File: src/rtl/hsid_pkg.sv
// Shared widths and the scheduler state type for the HSI distance datapath.
package hsid_pkg;

    localparam int HSID_DATA_WIDTH      = 16;
    localparam int HSID_DATA_WIDTH_ACC  = 40;
    localparam int HSID_HSP_BANDS       = 16;
    localparam int HSID_MAX_HSP_LIBRARY = 8;

    typedef enum logic [1:0] {
        S_IDLE  = 2'd0,
        S_READ  = 2'd1,
        S_DRAIN = 2'd2,
        S_DONE  = 2'd3
    } hsid_sched_state_t;

endpackage

File: src/rtl/hsid_min_tracker.sv
// Running minimum of (value, ref) pairs. Strict compare, so on a tie the
// earlier-seen ref is kept. Clear restores the "nothing seen yet" state.
module hsid_min_tracker
    import hsid_pkg::*;
#(
    parameter int VALUE_WIDTH = HSID_DATA_WIDTH_ACC,
    parameter int REF_WIDTH   = 3
) (
    input  logic                   clk,
    input  logic                   rst_n,
    input  logic                   clear,
    input  logic                   upd_en,
    input  logic [VALUE_WIDTH-1:0] upd_value,
    input  logic [REF_WIDTH-1:0]   upd_ref,
    output logic [VALUE_WIDTH-1:0] min_value,
    output logic [REF_WIDTH-1:0]   min_ref
);

    // Hold the smallest value seen since the last clear, with its ref.
    always_ff @(posedge clk or negedge rst_n) begin
        if (!rst_n) begin
            min_value <= '1;
            min_ref   <= '0;
        end else if (clear) begin
            min_value <= '1;
            min_ref   <= '0;
        end else if (upd_en && (upd_value < min_value)) begin
            min_value <= upd_value;
            min_ref   <= upd_ref;
        end
    end

endmodule

File: src/rtl/hsid_sq_df_sched.sv
// Sequencer: walks refs x bands over the pixel/library buffers, feeds the
// squared-difference accumulator and keeps the nearest reference.
//
// state   | meaning
// --------+-----------------------------------------------------------
// S_IDLE  | waiting for start; config checked here
// S_READ  | one buffer read per cycle, band-major within each ref
// S_DRAIN | all reads issued; waiting for every per-ref final sum
// S_DONE  | one-cycle done (and error if the config was rejected)
module hsid_sq_df_sched
    import hsid_pkg::*;
#(
    parameter int DATA_WIDTH       = HSID_DATA_WIDTH,
    parameter int DATA_WIDTH_ACC   = HSID_DATA_WIDTH_ACC,
    parameter int HSP_BANDS        = HSID_HSP_BANDS,
    parameter int HSP_LIBRARY_SIZE = HSID_MAX_HSP_LIBRARY
) (
    input  logic                                  clk,
    input  logic                                  rst_n,
    input  logic                                  start,
    input  logic [$clog2(HSP_BANDS):0]            hsp_bands,
    input  logic [$clog2(HSP_LIBRARY_SIZE):0]     library_size,
    output logic                                  mem_rd_en,
    output logic [$clog2(HSP_BANDS)-1:0]          mem_band,
    output logic [$clog2(HSP_LIBRARY_SIZE)-1:0]   mem_ref,
    input  logic [DATA_WIDTH-1:0]                 mem_pixel_data,
    input  logic [DATA_WIDTH-1:0]                 mem_lib_data,
    output logic                                  acc_initial_en,
    output logic [DATA_WIDTH_ACC-1:0]             acc_initial,
    output logic                                  acc_in_valid,
    output logic                                  acc_in_last,
    output logic [$clog2(HSP_LIBRARY_SIZE)-1:0]   acc_in_ref,
    output logic [DATA_WIDTH-1:0]                 acc_in_a,
    output logic [DATA_WIDTH-1:0]                 acc_in_b,
    input  logic                                  acc_valid,
    input  logic                                  acc_last,
    input  logic [DATA_WIDTH_ACC-1:0]             acc_value,
    input  logic [$clog2(HSP_LIBRARY_SIZE)-1:0]   acc_ref,
    output logic                                  busy,
    output logic                                  done,
    output logic                                  error,
    output logic [$clog2(HSP_LIBRARY_SIZE)-1:0]   min_ref,
    output logic [DATA_WIDTH_ACC-1:0]             min_distance
);

    localparam int BW = $clog2(HSP_BANDS);
    localparam int RW = $clog2(HSP_LIBRARY_SIZE);
    localparam logic [BW:0] MAX_BANDS = (BW+1)'(HSP_BANDS);
    localparam logic [RW:0] MAX_REFS  = (RW+1)'(HSP_LIBRARY_SIZE);

    hsid_sched_state_t state_q, state_d;

    logic [BW-1:0] band_q, band_last_q;
    logic [RW-1:0] ref_q, ref_last_q;
    logic [RW:0]   lib_q, res_cnt_q;
    logic          err_q;
    logic          sb_valid_q, sb_last_q, sb_first_q;
    logic [RW-1:0] sb_ref_q;
    logic          cfg_ok, accept, band_wrap, ref_end, result_hit;

    assign cfg_ok = (hsp_bands != '0) && (hsp_bands <= MAX_BANDS) &&
                    (library_size != '0) && (library_size <= MAX_REFS);
    assign band_wrap  = (band_q == band_last_q);
    assign ref_end    = (ref_q == ref_last_q);
    assign result_hit = (state_q != S_IDLE) && acc_valid && acc_last;

    // State register.
    always_ff @(posedge clk or negedge rst_n) begin
        if (!rst_n) state_q <= S_IDLE;
        else        state_q <= state_d;
    end

    // Next state and state-decoded outputs.
    always_comb begin
        state_d   = state_q;
        accept    = 1'b0;
        busy      = 1'b0;
        done      = 1'b0;
        error     = 1'b0;
        mem_rd_en = 1'b0;
        case (state_q)
            S_IDLE: begin
                if (start) begin
                    accept  = cfg_ok;
                    state_d = cfg_ok ? S_READ : S_DONE;
                end
            end
            S_READ: begin
                busy      = 1'b1;
                mem_rd_en = 1'b1;
                if (band_wrap && ref_end) state_d = S_DRAIN;
            end
            S_DRAIN: begin
                busy = 1'b1;
                if (res_cnt_q == lib_q) state_d = S_DONE;
            end
            S_DONE: begin
                done    = 1'b1;
                error   = err_q;
                state_d = S_IDLE;
            end
            default: state_d = S_IDLE;
        endcase
    end

    // Config latch, read address counters, result counter and error flag.
    // The "last" indices use the low bits only: a full-scale count (e.g. 16
    // in a 5-bit field) truncates to 0 and 0 - 1 wraps to the top index.
    always_ff @(posedge clk or negedge rst_n) begin
        if (!rst_n) begin
            band_q      <= '0;
            ref_q       <= '0;
            band_last_q <= '0;
            ref_last_q  <= '0;
            lib_q       <= '0;
            res_cnt_q   <= '0;
            err_q       <= 1'b0;
        end else begin
            if (state_q == S_IDLE && start) err_q <= !cfg_ok;
            if (accept) begin
                band_q      <= '0;
                ref_q       <= '0;
                band_last_q <= hsp_bands[BW-1:0] - 1'b1;
                ref_last_q  <= library_size[RW-1:0] - 1'b1;
                lib_q       <= library_size;
                res_cnt_q   <= '0;
            end else begin
                if (state_q == S_READ) begin
                    if (band_wrap) begin
                        band_q <= '0;
                        ref_q  <= ref_q + 1'b1;
                    end else begin
                        band_q <= band_q + 1'b1;
                    end
                end
                if (result_hit) res_cnt_q <= res_cnt_q + 1'b1;
            end
        end
    end

    // Sideband delayed one cycle so it lines up with the buffer read data.
    always_ff @(posedge clk or negedge rst_n) begin
        if (!rst_n) begin
            sb_valid_q <= 1'b0;
            sb_last_q  <= 1'b0;
            sb_first_q <= 1'b0;
            sb_ref_q   <= '0;
        end else begin
            sb_valid_q <= (state_q == S_READ);
            sb_last_q  <= (state_q == S_READ) && band_wrap;
            sb_first_q <= (state_q == S_READ) && (band_q == '0);
            sb_ref_q   <= ref_q;
        end
    end

    assign mem_band       = band_q;
    assign mem_ref        = ref_q;
    assign acc_in_a       = mem_pixel_data;
    assign acc_in_b       = mem_lib_data;
    assign acc_in_valid   = sb_valid_q;
    assign acc_in_last    = sb_last_q;
    assign acc_in_ref     = sb_ref_q;
    assign acc_initial_en = sb_first_q && sb_valid_q;
    assign acc_initial    = '0;

    hsid_min_tracker #(
        .VALUE_WIDTH (DATA_WIDTH_ACC),
        .REF_WIDTH   (RW)
    ) u_min (
        .clk       (clk),
        .rst_n     (rst_n),
        .clear     (accept),
        .upd_en    (result_hit),
        .upd_value (acc_value),
        .upd_ref   (acc_ref),
        .min_value (min_distance),
        .min_ref   (min_ref)
    );

endmodule

File: config.mk
export PLATFORM = sky130hd
export DESIGN_NAME = hsid_sq_df_sched
export DESIGN_NICKNAME = d
export VERILOG_FILES = /design/src/rtl/hsid_pkg.sv /design/src/rtl/hsid_min_tracker.sv /design/src/rtl/hsid_sq_df_sched.sv
export SDC_FILE = /design/constraint.sdc
export NUM_CORES = 1
export LEC_CHECK = 0
export BUFFER_PORTS_ARGS = -buffer_cell sky130_fd_sc_hd__buf_2
export CAP_MARGIN = 10
export CORE_ASPECT_RATIO = 0.6
export CORE_MARGIN = 10
export CORE_UTILIZATION = 45
export CTS_BUF_LIST = sky130_fd_sc_hd__clkbuf_2 sky130_fd_sc_hd__clkbuf_4 sky130_fd_sc_hd__clkbuf_8
export DETAILED_ROUTE_END_ITERATION = 6
export MAX_ROUTING_LAYER = met4
export PLACE_DENSITY = 0.77
export SLEW_MARGIN = 40
export SYNTH_ARGS = -nofsm -noshare
export SYNTH_HDL_FRONTEND = slang
export SYNTH_SLANG_ARGS = --single-unit
File: constraint.sdc
create_clock -name clk -period 2.5 [get_ports clk]
set_input_delay 0.75 -clock clk [delete_from_list [all_inputs] [get_ports clk]]
set_output_delay 0.75 -clock clk [all_outputs]
set_load 0.01 [all_outputs]
==> results.sh <==
export IMPL_routed_wl_mm=15.5
export IMPL_gp_congestion=0.905
export IMPL_clk_pin_slew_ns=0.08
export IMPL_yosysMostFrequentCell="buf_4"
export IMPL_wl_per_cell_microns=17.9
export IMPL_clockRootBuffer="clkbuf_8"
export IMPL_die_area_sq_um=16500
export IMPL_synth_area_per_cell_sq_um=9.37
export IMPL_status="finished with violations"
export IMPL_critPathKind="reg2reg"
export IMPL_rsz0062_at_grt="yes"
export IMPL_synthFlopType="dfstp_2"
export IMPL_fin_crit_ns=2.59
export IMPL_violations="setup timing"
export IMPL_total_power_mw=6.97
export IMPL_dpl_worst_slack_ns=-0.405
export IMPL_yosys_area_top_type="dfstp_2"
export IMPL_p_leak_nw=3.29
export IMPL_cp_required_ns=2.77
export IMPL_critPathMaxStageDelay_ns=0.56
export IMPL_grt_util_all_layers_pct=18.4
export IMPL_setup_viol=42
export IMPL_fin_tns_setup_ns=-1.97
export IMPL_hold_path_class="in2async"
export IMPL_worst_slack_ns=-0.0889
export IMPL_drive_gt1_share_pct=47.5
export IMPL_p_per_area_nw_per_um2=1020
export IMPL_dieWidth_microns=159
export IMPL_synth_cell_type_count=49
export IMPL_end_kind="flop"
export IMPL_firstDrtPassIters=5
export IMPL_grt_pass1_wl_mm=24.8
export IMPL_yosysTopAreaCellShare_pct=20.0
export IMPL_synth_area_top_cells="dfstp_2 20%, dfrtp_1 16%, ha_1 12%"
export IMPL_maxCapViolCount=0
export IMPL_hpwl_mm=10.7
export IMPL_crit_path_cell_trace="inv_1, ha_4, nand4_1, buf_4, buf_4, buf_4, a21oi_4, o311a_4, buf_12, buf_12, nor3_4, o21ai_1"
export IMPL_hold_violations=0
export IMPL_port_buffers=116
export IMPL_synth_common_cells="72 x buf_4, 62 x a21oi_1, 49 x ha_1, 49 x inv_1"
export IMPL_vias=4487
export IMPL_vdd_drop_max_v=0.000434
export IMPL_die_y_microns=104
export IMPL_grt_pass1_vias=4831
export IMPL_synth_edf_count=0
export IMPL_slowest_stage="dfstp_2"
export IMPL_drc=0
export IMPL_antenna_found_initial=0
export IMPL_diodes=0
export IMPL_synth_cells=560
export IMPL_htree_levels=3
export IMPL_core_sq_um=11300
export IMPL_numCtsBuffers=9
export IMPL_viasPerCell=5.19
export IMPL_synth_seq_cells=74
export IMPL_yosysSeqAreaShare_pct=36.2
export IMPL_finalCritPeriodShare_pct=104
export IMPL_startpoint_type="flop"
export IMPL_drv_slew=0
export IMPL_path_max_fanout=6
export IMPL_cts_tree="yes"
export IMPL_drt_iter0_markers=304
export IMPL_final_nets=838
export IMPL_grt_max_degree=75
export IMPL_initial_core_util_pct=46.3
export IMPL_yosysWarnings=0
export IMPL_clock_skew_ns=0.0131
export IMPL_arrival_ns=2.86
export IMPL_cts_sinks=74
export IMPL_whs_ns=0.418
export IMPL_fp_row_count=30
export IMPL_io_pins=221
export IMPL_grt_ovfl_total=0
export IMPL_async_flop_share_pct=100
export IMPL_clock_latency_ns=0.35
export IMPL_syn_to_final_growth_pct=29.9
export IMPL_timing_fmax_mhz=386
export IMPL_syn_cell_area_sq_um=5250
export IMPL_fin_area_sq_um=6810
export IMPL_cpMostUsedCell="buf_4"
export IMPL_postRouteAntennaNets=0
export IMPL_placed_area_sq_um=6020
export IMPL_cts_buffer_depth=2
==> power breakdown <==
group	switching (mW)	leakage [nW]	total [mW]	internal, mW
clock network	0.454	0.108	0.974	0.520
registers	0.493	0.850	2.45	1.96
logic	1.92	2.34	3.55	1.62
==> layer usage <==
| metal | vias to the layer above | routed length (microns) | GRT usage [%] |
|---|---|---|---|
| met5 | - | 0 | - |
| met4 | 0 | 266 | 6.98 |
| met3 | 31 | 798 | 3.56 |
| met2 | 187 | 7630 | 29.3 |
| met1 | 2182 | 6830 | 22.9 |
| li1 | 2087 | - | - |
==> cell usage in the layout (no fill, tap or decap), drive strengths merged, types with 2 or more instances in the layout <==
master  Yosys  layout
buf        90     189
a21oi      62      62
o21ai      60      60
inv        49      49
ha         49      49
nor3       43      43
conb        1      40
dfstp      40      40
dfrtp      34      34
nand2      30      30
nor2       18      18
clkbuf     10      14
xor2       11      11
xnor2       9       9
nand4       8       8
nand3       6       6
and2        4       4
a211oi      3       3
o211ai      3       3
nand2b      3       3
nor3b       3       3
a21o        3       3
o311a       2       2
nor2b       2       2
and3        2       2
clkinv      0       2
nor4        2       2
==> cell families (layout without fill, tap and decap cells) <==
| kind of cell | Yosys count | after routing | synth area share [%] |
|---|---|---|---|
| other | 1 | 40 | 0.0715 |
| xor gates and xnor gates | 20 | 20 | 3.34 |
| muxes | 2 | 2 | 0.405 |
| adders and majority gates | 49 | 49 | 11.7 |
| AOI/OAI and AO/OA | 140 | 140 | 15.1 |
| DFF | 74 | 74 | 36.2 |
| buffers and inverters | 149 | 255 | 17.9 |
| and+or+nand+nor | 125 | 125 | 15.3 |
==> area by class of cell <==
| cell class | instances | area, sq um |
|---|---|---|
| clock buffer | 13 | 160 |
| clock inverter | 3 | 40.0 |
| fill | 954 | 4520 |
| inverter | 49 | 184 |
| multi-input combinational | 376 | 2990 |
| sequential | 74 | 1900 |
| tap | 160 | 200 |
| timing repair buffer | 190 | 1340 |
==> what timing repair did <==
item	CTS	global route
gates resized for setup	26	47
hold buffers	0	0
cloned	3	2
pin swaps	10	16
buffers inserted	13	6
setup endpoints to repair	42	43
==> worst paths after layout <==
kind | startpoint | endpoint | slack (ns) | depth (start not counted)
max | u_min.min_value[23] | u_min.min_value[34] | -0.09 | 12
min in group clk | mem_ref[1] | acc_in_ref[1] | 0.51 | 0
max reg2reg | u_min.min_value[23] | u_min.min_value[34] | -0.09 | 12
min reg2reg | mem_ref[1] | acc_in_ref[1] | 0.51 | 0
max in group asynchronous | rst_n | u_min.min_value[21] | 1.69 | 2
min | rst_n | mem_band[1] | 0.42 | 2
==> critical path: cells and delay by family (launching register included) <==
| kind | cells | cell delay (ns) |
|---|---|---|
| compound gates | 3 | 0.59 |
| fa+ha+maj | 1 | 0.27 |
| buf+inv | 6 | 0.83 |
| flops | 1 | 0.56 |
| simple gates | 2 | 0.24 |
==> state kept, by name, indices dropped and copies added, names as in the netlist <==
register	cells
sb_first_q	1
lib_q	4
u_min.min_value	40
mem_ref	3
acc_in_ref	3
err_q	1
ref_last_q	3
acc_in_valid	1
u_min.min_ref	3
mem_band	4
acc_in_last	1
band_last_q	4
res_cnt_q	4
state_q	2
==> metrics by stage <==
stage	cells	utilization, %
after floorplan	599	-
after global placement	826	53.1
after detailed placement	826	53.1
after CTS	858	57.5
after global routing	865	60.1
final	865	60.1
Power figures use the tool's default switching activity.
